<file path="config.mk">
export PLATFORM = sky130hd
export DESIGN_NAME = byte_drain
export DESIGN_NICKNAME = d
export VERILOG_FILES = /design/src/rtl/byte_drain.sv
export SDC_FILE = /design/constraint.sdc
export NUM_CORES = 1
export LEC_CHECK = 0
export CAP_MARGIN = 20
export CORE_ASPECT_RATIO = 0.7
export CORE_UTILIZATION = 59
export DETAILED_ROUTE_END_ITERATION = 16
export PLACE_DENSITY = 0.78
export RECOVER_POWER = 25
export SLEW_MARGIN = 20
export SYNTH_ARGS = -nofsm -noshare
export SYNTH_HDL_FRONTEND = slang
export SYNTH_SLANG_ARGS = --single-unit
</file>
<file path="constraint.sdc">
create_clock -name clk -period 3.08 [get_ports clk]
set_input_delay 0.616 -clock clk [delete_from_list [all_inputs] [get_ports clk]]
set_output_delay 0.616 -clock clk [all_outputs]
set_load 0.05 [all_outputs]
</file>
<file path="src/rtl/byte_drain.sv">
// Byte buffer between an upstream byte shifter and a consumer: circular storage,
// fill level, full/valid flags and a sticky flag recording dropped writes.
module byte_drain #(
  parameter int DEPTH = 16,
  parameter int AW    = $clog2(DEPTH)
) (
  input  logic          clk,
  input  logic          rst,
  input  logic          wr_en,
  input  logic [7:0]    wr_data,
  output logic          full,
  input  logic          flush,
  output logic [7:0]    rd_data,
  output logic          rd_valid,
  input  logic          rd_ready,
  output logic [AW:0]   level,
  output logic          overflow
);

  localparam logic [AW:0] FULL_LEVEL = (AW+1)'(DEPTH);

  logic [7:0]    mem_q [DEPTH];
  logic [AW-1:0] wp_q, wp_d;
  logic [AW-1:0] rp_q, rp_d;
  logic [AW:0]   level_q, level_d;
  logic          overflow_q, overflow_d;

  logic push;
  logic pop;
  logic drop;

  assign full     = (level_q == FULL_LEVEL);
  assign rd_valid = (level_q != '0);
  assign level    = level_q;
  assign overflow = overflow_q;
  assign rd_data  = mem_q[rp_q];

  // A full buffer still takes a byte when the consumer frees a slot on the same edge.
  assign pop  = rd_valid & rd_ready;
  assign push = wr_en & (~full | pop);
  assign drop = wr_en & full & ~pop;

  always_comb begin
    wp_d       = wp_q;
    rp_d       = rp_q;
    level_d    = level_q;
    overflow_d = overflow_q;
    if (flush) begin
      wp_d       = '0;
      rp_d       = '0;
      level_d    = '0;
      overflow_d = 1'b0;
    end else begin
      if (push) wp_d = wp_q + AW'(1);
      if (pop)  rp_d = rp_q + AW'(1);
      unique case ({push, pop})
        2'b10:   level_d = level_q + (AW+1)'(1);
        2'b01:   level_d = level_q - (AW+1)'(1);
        default: level_d = level_q;
      endcase
      if (drop) overflow_d = 1'b1;
    end
  end

  // NOTE: sequential state uses non-blocking assignments so every register
  // samples the pre-edge values computed above, independent of block order.
  always_ff @(posedge clk or posedge rst) begin
    if (rst) begin
      wp_q       <= '0;
      rp_q       <= '0;
      level_q    <= '0;
      overflow_q <= 1'b0;
    end else begin
      wp_q       <= wp_d;
      rp_q       <= rp_d;
      level_q    <= level_d;
      overflow_q <= overflow_d;
    end
  end

  // NOTE: storage is deliberately left out of reset; its contents are only
  // observable through rd_data while level is non-zero.
  always_ff @(posedge clk) begin
    if (push && !flush) mem_q[wp_q] <= wr_data;
  end

endmodule

</file>
==> impl_metrics.env, run 1 <==
export IMPL_outcome="completed"
export IMPL_finalSetupViolations=0
export IMPL_dieHeight_microns=85.5
export IMPL_routed_wirelength_microns=12000
export IMPL_post_cts_buffers=0
export IMPL_cts_resized=0
export IMPL_synth_top_family_by_area="multiplexers"
export IMPL_clock_skew_final_ps=8.52
export IMPL_ff2ff_path_depth=8
export IMPL_totalNegativeSetupSlack_ps=0
export IMPL_largest_net_degree_at_the_start_of_global_routing=36
export IMPL_min_delay_worst_endpoint="overflow$_DFFE_PP0P_"
export IMPL_cts_hold_repair_buffers=0
export IMPL_detail_route_wl_per_cell_microns=23.8
export IMPL_final_min_period_over_clock_period_pct=97.4
export IMPL_yosys_area_share_simple_pct=4.05
export IMPL_critical_path_reg2reg_endpoint="level[3]$_DFFE_PP0P_"
export IMPL_worst_slew_pin_transition_ps=830
export IMPL_synth_area_per_cell_sq_um=19.6
export IMPL_synth_edf_count=128
export IMPL_synth_seq_cells=142
export IMPL_final_hold_viol_count=0
export IMPL_tritoncts="yes"
export IMPL_maxCapViolations=0
export IMPL_ctsHtreeMaxLevel=4
export IMPL_route_antenna_remaining_nets=0
export IMPL_compound_gate_fraction_of_synth_area_pct=3.56
export IMPL_first_pass_grt_wire_length_microns=18300
export IMPL_die_w_microns=121
export IMPL_power_density_cell_area_mw_per_mm2=836
export IMPL_first_global_vias=3181
export IMPL_starting_density_pct=60.6
export IMPL_pin_count=29
export IMPL_synthFlopType="sky130_fd_sc_hd__edfxtp_1"
export IMPL_number_of_standard_cell_rows_in_the_floorplan=30
export IMPL_antenna_cells=0
export IMPL_clk_insertion_delay_late_ps=420
export IMPL_detail_route_first_pass_iterations=6
export IMPL_crit_path_start_kind="flip-flop"
export IMPL_worst_hold_path_num_cells=2
export IMPL_globalRoute_totalOverflow=0
export IMPL_period_minus_slack_ps=3000
export IMPL_fmax_ghz=0.333
export IMPL_gr_usage_all_layers_pct=25.8
export IMPL_cts_root_buffer="sky130_fd_sc_hd__clkbuf_16"
export IMPL_cts_path_max_buffers=2
export IMPL_area_growth_pct=21.2
export IMPL_synthCells=300
export IMPL_synth_nets=322
export IMPL_reg2reg_slack_ps=250
export IMPL_fin_hold_ws_ps=513
export IMPL_gp_routability_congestion=0.840
export IMPL_timing_critical_path_to_type="primary output"
export IMPL_numPortBuffers=28
export IMPL_worst_endpoint_required_ps=2460
export IMPL_detail_route_drc_violations=0
export IMPL_grt_antenna_before_repair=0
export IMPL_routed_via_count=3117
export IMPL_synth_xor_xnor_area_share_pct=0.895
export IMPL_asyncSetResetFlopFracSynth_pct=9.86
export IMPL_synth_cell_area_sq_mm=0.00587
export IMPL_worst_ep_arrival_time_ps=2380
export IMPL_layout_drive_gt1_share_pct=31.6
export IMPL_cts_sinks=142
export IMPL_cts_inserted_buffers=17
export IMPL_static_leakage_power_nw=2.43
export IMPL_irDropWorstVdd_v=0.000481
export IMPL_timing_setup_critical_path_class="flip-flop to primary output"
export IMPL_ys_warn_count=0
export IMPL_hold_class="flip-flop to flip-flop"
export IMPL_number_of_drc_markers_in_iteration_0=368
export IMPL_worst_max_slew_margin_expressed_relative_to_the_limit_pct=44.5
export IMPL_detailedPlacementHpwl_microns=7630
export IMPL_route_detailed_vias_per_inst=6.18
export IMPL_die_area_sq_mm=0.0104
export IMPL_drv_slew=0
export IMPL_unrepaired_setup_endpoints_after_global_routing="false"
export IMPL_critical_path_max_fanout=10
export IMPL_clk_transition_reported_paths_ps=50
export IMPL_yosysSeqAreaShare_pct=71.5
export IMPL_core_area_sq_mm=0.00968
export IMPL_worst_hold_startpoint="overflow$_DFFE_PP0P_"
export IMPL_nNetsFinal=385
export IMPL_worstReg2RegStart="level[0]$_DFFE_PP0P_"
export IMPL_post_synth_mux_area_share_pct=16.1
export IMPL_ys_types=45
export IMPL_synthAdderAreaFrac_pct=2.05
## logic make-up (layout without fill, tap and decap cells)
logic type	count (synthesis)	in the layout
XOR/XNOR	6	6
flip-flops	142	142
AO/OA/AOI/OAI	24	24
buffers and inverters	23	99
multiplexers	44	44
adder cells (fa/ha/maj)	9	9
AND/OR/NAND/NOR	52	52
## layout by cell type (no fill, tap or decap), types with 2 or more instances in the layout
| cell type | n |
|---|---|
| sky130_fd_sc_hd__ha_1 | 8 |
| sky130_fd_sc_hd__clkinv_4 | 2 |
| sky130_fd_sc_hd__nand2_1 | 6 |
| sky130_fd_sc_hd__or2_2 | 2 |
| sky130_fd_sc_hd__nor2b_1 | 4 |
| sky130_fd_sc_hd__o21ai_1 | 2 |
| sky130_fd_sc_hd__clkbuf_8 | 4 |
| sky130_fd_sc_hd__edfxtp_1 | 128 |
| sky130_fd_sc_hd__clkbuf_16 | 18 |
| sky130_fd_sc_hd__nand3_1 | 4 |
| sky130_fd_sc_hd__dfrtp_1 | 13 |
| sky130_fd_sc_hd__o21ai_0 | 2 |
| sky130_fd_sc_hd__nor3_1 | 3 |
| sky130_fd_sc_hd__clkinv_2 | 2 |
| sky130_fd_sc_hd__o211ai_1 | 3 |
| sky130_fd_sc_hd__clkdlybuf4s50_1 | 14 |
| sky130_fd_sc_hd__buf_4 | 35 |
| sky130_fd_sc_hd__clkinvlp_4 | 2 |
| sky130_fd_sc_hd__xnor2_1 | 3 |
| sky130_fd_sc_hd__dlygate4sd3_1 | 5 |
| sky130_fd_sc_hd__mux4_2 | 40 |
| sky130_fd_sc_hd__mux2i_1 | 2 |
| sky130_fd_sc_hd__buf_12 | 3 |
| sky130_fd_sc_hd__a211oi_1 | 3 |
| sky130_fd_sc_hd__inv_1 | 9 |
| sky130_fd_sc_hd__nor2_1 | 26 |
| sky130_fd_sc_hd__a21oi_1 | 4 |
| sky130_fd_sc_hd__xor2_1 | 3 |
| sky130_fd_sc_hd__bufinv_16 | 3 |
## cells in the mapped netlist (2+ instances only)
| cell | n | share of area (%) |
|---|---|---|
| sky130_fd_sc_hd__edfxtp_1 | 128 | 65 |
| sky130_fd_sc_hd__mux4_2 | 40 | 15 |
| sky130_fd_sc_hd__nor2_1 | 26 | 1.7 |
| sky130_fd_sc_hd__dfrtp_1 | 14 | 6.0 |
| sky130_fd_sc_hd__inv_1 | 9 | 0.58 |
| sky130_fd_sc_hd__ha_1 | 8 | 1.7 |
| sky130_fd_sc_hd__clkbuf_1 | 6 | 0.38 |
| sky130_fd_sc_hd__nand2_1 | 6 | 0.38 |
| sky130_fd_sc_hd__a21oi_1 | 4 | 0.34 |
| sky130_fd_sc_hd__nand3_1 | 4 | 0.34 |
| sky130_fd_sc_hd__nor2b_1 | 4 | 0.43 |
| sky130_fd_sc_hd__a211oi_1 | 3 | 0.38 |
| sky130_fd_sc_hd__buf_4 | 3 | 0.38 |
| sky130_fd_sc_hd__nor3_1 | 3 | 0.26 |
| sky130_fd_sc_hd__o211ai_1 | 3 | 0.38 |
| sky130_fd_sc_hd__xnor2_1 | 3 | 0.45 |
| sky130_fd_sc_hd__xor2_1 | 3 | 0.45 |
| sky130_fd_sc_hd__buf_2 | 2 | 0.17 |
| sky130_fd_sc_hd__mux2i_1 | 2 | 0.34 |
| sky130_fd_sc_hd__o21ai_0 | 2 | 0.17 |
| sky130_fd_sc_hd__o21ai_1 | 2 | 0.17 |
| sky130_fd_sc_hd__or2_2 | 2 | 0.21 |
## final cells by class
type / instances / area (sq um)
flip-flops and latches: 142 / 4200
fillers: 542 / 2570
multi-input cells: 135 / 1570
repair buffers: 58 / 538
clock buffers: 22 / 484
well taps: 128 / 160
clock inverters: 10 / 136
inverters: 9 / 33.8
## report_power, final
group          total [mW]  switching (mW)  internal (mW)
Combinational        1.59           0.867          0.725
Clock                2.11           0.751           1.36
Sequential           2.25          0.0877           2.16
## per-layer routing
layer	share of wire, %	track usage, %	vias to the layer above
li1	-	-	1341
met1	42	36.2	1596
met2	46	37.1	159
met3	9.9	10.1	21
met4	1.9	9.43	0
met5	0	0	-
## critical path, stage by stage, from the launching register on
cell and delay, ps:
sky130_fd_sc_hd__dfrtp_2 500, sky130_fd_sc_hd__buf_12 190, sky130_fd_sc_hd__mux4_2 530, sky130_fd_sc_hd__mux4_2 520
sky130_fd_sc_hd__buf_4 220
## sequential cells by signal, indices dropped and copies added, names as in the netlist
name	cells
overflow	1
mem_q	128
level	5
wp_q	4
rp_q	4
## per-stage QoR
step | std cells | total power [mW] | utilization (%) | instance area (sq um) | setup WS (ps)
after detailed placement | 470 | 3.83 | 66.7 | 6460 | 279
after global routing | 504 | 6.15 | 73.5 | 7110 | 10.3
after CTS | 502 | 5.93 | 73.1 | 7080 | 34.9
after floorplan | 300 | 3.39 | - | 5870 | 214
final | 504 | 5.94 | 73.5 | 7110 | 80.0
after global placement | 470 | 3.80 | 66.7 | 6460 | 377
## worst max path at each step
stage | endpoint | startpoint | slack [ps] | cells past startpoint
6_report | rd_data[0] | rp_q[0]$_DFFE_PP0P_ | 80 | 4
5_1_grt | rd_data[0] | rp_q[0]$_DFFE_PP0P_ | 10 | 4
4_1_cts | rd_data[0] | rp_q[0]$_DFFE_PP0P_ | 30 | 4
3_5_place_dp | level[3]$_DFFE_PP0P_ | level[3]$_DFFE_PP0P_ | 280 | 8
3_3_place_gp | level[3]$_DFFE_PP0P_ | wr_en | 380 | 9
2_1_floorplan | level[3]$_DFFE_PP0P_ | level[3]$_DFFE_PP0P_ | 210 | 9
(Power assumes the default switching activity.)
==> run 2, diff against run 1 <==
CORE_MARGIN = 2   (was default)
==> impl_metrics.env, run 2 (same netlist as run 1, synthesis figures left out) <==
export IMPL_final_min_period_over_clock_period_pct=98.0
export IMPL_unrepaired_setup_endpoints_after_global_routing="false"
export IMPL_p_sw_mw=1.73
export IMPL_min_delay_worst_endpoint="overflow$_DFFE_PP0P_"
export IMPL_placement_setup_worst_slack_ps=171
export IMPL_final_hold_viol_count=0
export IMPL_share_of_total_power_in_sequential_cells_pct=38.4
export IMPL_reg2reg_slack_ps=260
export IMPL_number_of_drc_markers_in_iteration_0=393
export IMPL_clock_skew_final_ps=3.70
export IMPL_first_pass_grt_wire_length_microns=19300
export IMPL_drv_slew=0
export IMPL_worst_ep_arrival_time_ps=2400
export IMPL_worst_max_slew_margin_expressed_relative_to_the_limit_pct=33.9
export IMPL_cts_inserted_buffers=17
export IMPL_worst_hold_path_num_cells=2
export IMPL_nNetsFinal=382
export IMPL_pin_count=29
export IMPL_hold_class="flip-flop to flip-flop"
export IMPL_critical_path_max_fanout=6
export IMPL_core_area_sq_mm=0.00968
export IMPL_cts_resized=0
export IMPL_die_area_sq_mm=0.0108
export IMPL_detail_route_first_pass_iterations=5
export IMPL_irDropWorstVdd_v=0.000465
export IMPL_power_density_cell_area_mw_per_mm2=832
export IMPL_setup_ws_ps=61.6
export IMPL_route_antenna_remaining_nets=0
export IMPL_cp_cell_sequence="buf_4 > mux4_2 > mux4_2 > buf_4"
export IMPL_first_global_vias=3183
export IMPL_routed_wirelength_microns=12600
export IMPL_dieHeight_microns=87.5
export IMPL_route_detailed_vias_per_inst=6.33
export IMPL_clk_insertion_delay_late_ps=410
export IMPL_detail_route_drc_violations=0
export IMPL_largest_register_ffs=128
export IMPL_antenna_cells=0
export IMPL_grt_antenna_before_repair=0
export IMPL_cts_sinks=142
export IMPL_cts_root_buffer="sky130_fd_sc_hd__clkbuf_16"
export IMPL_share_clk_of_total_power_pct=34.4
export IMPL_detailedPlacementHpwl_microns=7800
export IMPL_gr_usage_all_layers_pct=26.3
export IMPL_tritoncts="yes"
export IMPL_gp_routability_congestion=0.916
export IMPL_number_of_standard_cell_rows_in_the_floorplan=30
export IMPL_most_common_layout_cells="128 x sky130_fd_sc_hd__edfxtp_1, 40 x sky130_fd_sc_hd__mux4_2, 33 x sky130_fd_sc_hd__buf_4, 26 x sky130_fd_sc_hd__nor2_1, 17 x sky130_fd_sc_hd__clkbuf_16"
export IMPL_ctsHtreeMaxLevel=4
export IMPL_worstReg2RegStart="level[3]$_DFFE_PP0P_"
export IMPL_critPathSlowestCell="sky130_fd_sc_hd__mux4_2"
export IMPL_detail_route_wl_per_cell_microns=25.2
export IMPL_cts_hold_repair_buffers=0
export IMPL_crit_path_start_kind="flip-flop"
export IMPL_maxCapViolations=0
export IMPL_die_w_microns=123
export IMPL_worst_endpoint_required_ps=2460
export IMPL_period_minus_slack_ps=3020
export IMPL_globalRoute_totalOverflow=0
export IMPL_power_switching_fraction_pct=29.5
export IMPL_fmax_ghz=0.331
export IMPL_ff2ff_path_depth=8
export IMPL_routed_via_count=3172
export IMPL_area_growth_pct=19.8
export IMPL_clk_transition_reported_paths_ps=60
export IMPL_timing_setup_critical_path_class="flip-flop to primary output"
export IMPL_outcome="completed"
export IMPL_numPortBuffers=28
export IMPL_static_leakage_power_nw=2.39
export IMPL_timing_critical_path_to_type="primary output"
export IMPL_finalSetupViolations=0
export IMPL_largest_net_degree_at_the_start_of_global_routing=36
export IMPL_totalNegativeSetupSlack_ps=0
export IMPL_max_flop_register="mem_q"
export IMPL_cts_path_max_buffers=2
export IMPL_comb_power_share_pct=27.2
export IMPL_report_power_total_mw=5.85
export IMPL_layout_drive_gt1_share_pct=30.6
export IMPL_fin_hold_ws_ps=514
export IMPL_starting_density_pct=60.6
export IMPL_critical_path_reg2reg_endpoint="level[3]$_DFFE_PP0P_"
export IMPL_worst_hold_startpoint="overflow$_DFFE_PP0P_"
export IMPL_critPathMaxStageDelay_ps=540
export IMPL_worst_slew_pin_transition_ps=987
export IMPL_layout_cells_most_common="sky130_fd_sc_hd__edfxtp_1"
export IMPL_internal_power_mw=4.12
## run 2: critical path, delay by kind of cell (launching register included)
family                 cells  cell delay [ps]
flip-flops                 1              500
buffers and inverters      2              420
multiplexers               2             1060
## run 2: worst max path at each step
stage	start	to	slack, ps	cells past startpoint
final	rp_q[0]$_DFFE_PP0P_	rd_data[5]	60	4
after global routing	level[0]$_DFFE_PP0P_	rd_valid	10	3
after CTS	rp_q[0]$_DFFE_PP0P_	rd_data[4]	70	4
after detailed placement	rd_ready	level[3]$_DFFE_PP0P_	170	8
after global placement	rd_ready	level[3]$_DFFE_PP0P_	280	8
after floorplan	level[3]$_DFFE_PP0P_	level[3]$_DFFE_PP0P_	210	9
## run 2: timing repair
action | CTS | global route
endpoints found under the hold margin | 0 | 0
buffers inserted | 2 | 0
endpoints found under the setup margin | 4 | 0
## run 2: area by class of cell
type | instances | area, sq um
clock inverters | 12 | 144
multi-input cells | 135 | 1570
fillers | 565 | 2650
well taps | 128 | 160
clock buffers | 20 | 437
flip-flops and latches | 142 | 4200
inverters | 9 | 33.8
repair buffers | 55 | 498
## run 2: metrics by stage
stage | instance area (sq um) | util, % | std cells
floorplan | 5870 | - | 300
global placement | 6440 | 66.5 | 467
detailed placement | 6440 | 66.5 | 467
CTS | 7030 | 72.6 | 501
global route | 7030 | 72.6 | 501
finish | 7030 | 72.6 | 501
## run 2: layer usage
metal	GRT usage [%]	up-vias	share of wire (%)	wire length (microns)
met1	37.1	1631	40	5070
li1	-	1332	-	-
met5	0	-	0	0
met2	39.5	190	48	6090
met3	7.59	19	10	1310
met4	10.1	0	1.4	174
## run 2: power groups by stage
stage	Combinational, mW	Sequential, mW	Clock [mW]
floorplan	1.06	2.32	0
global placement	1.52	2.28	0
detailed placement	1.54	2.29	0
CTS	1.60	2.24	2.03
global route	1.69	2.25	2.10
finish	1.59	2.25	2.01
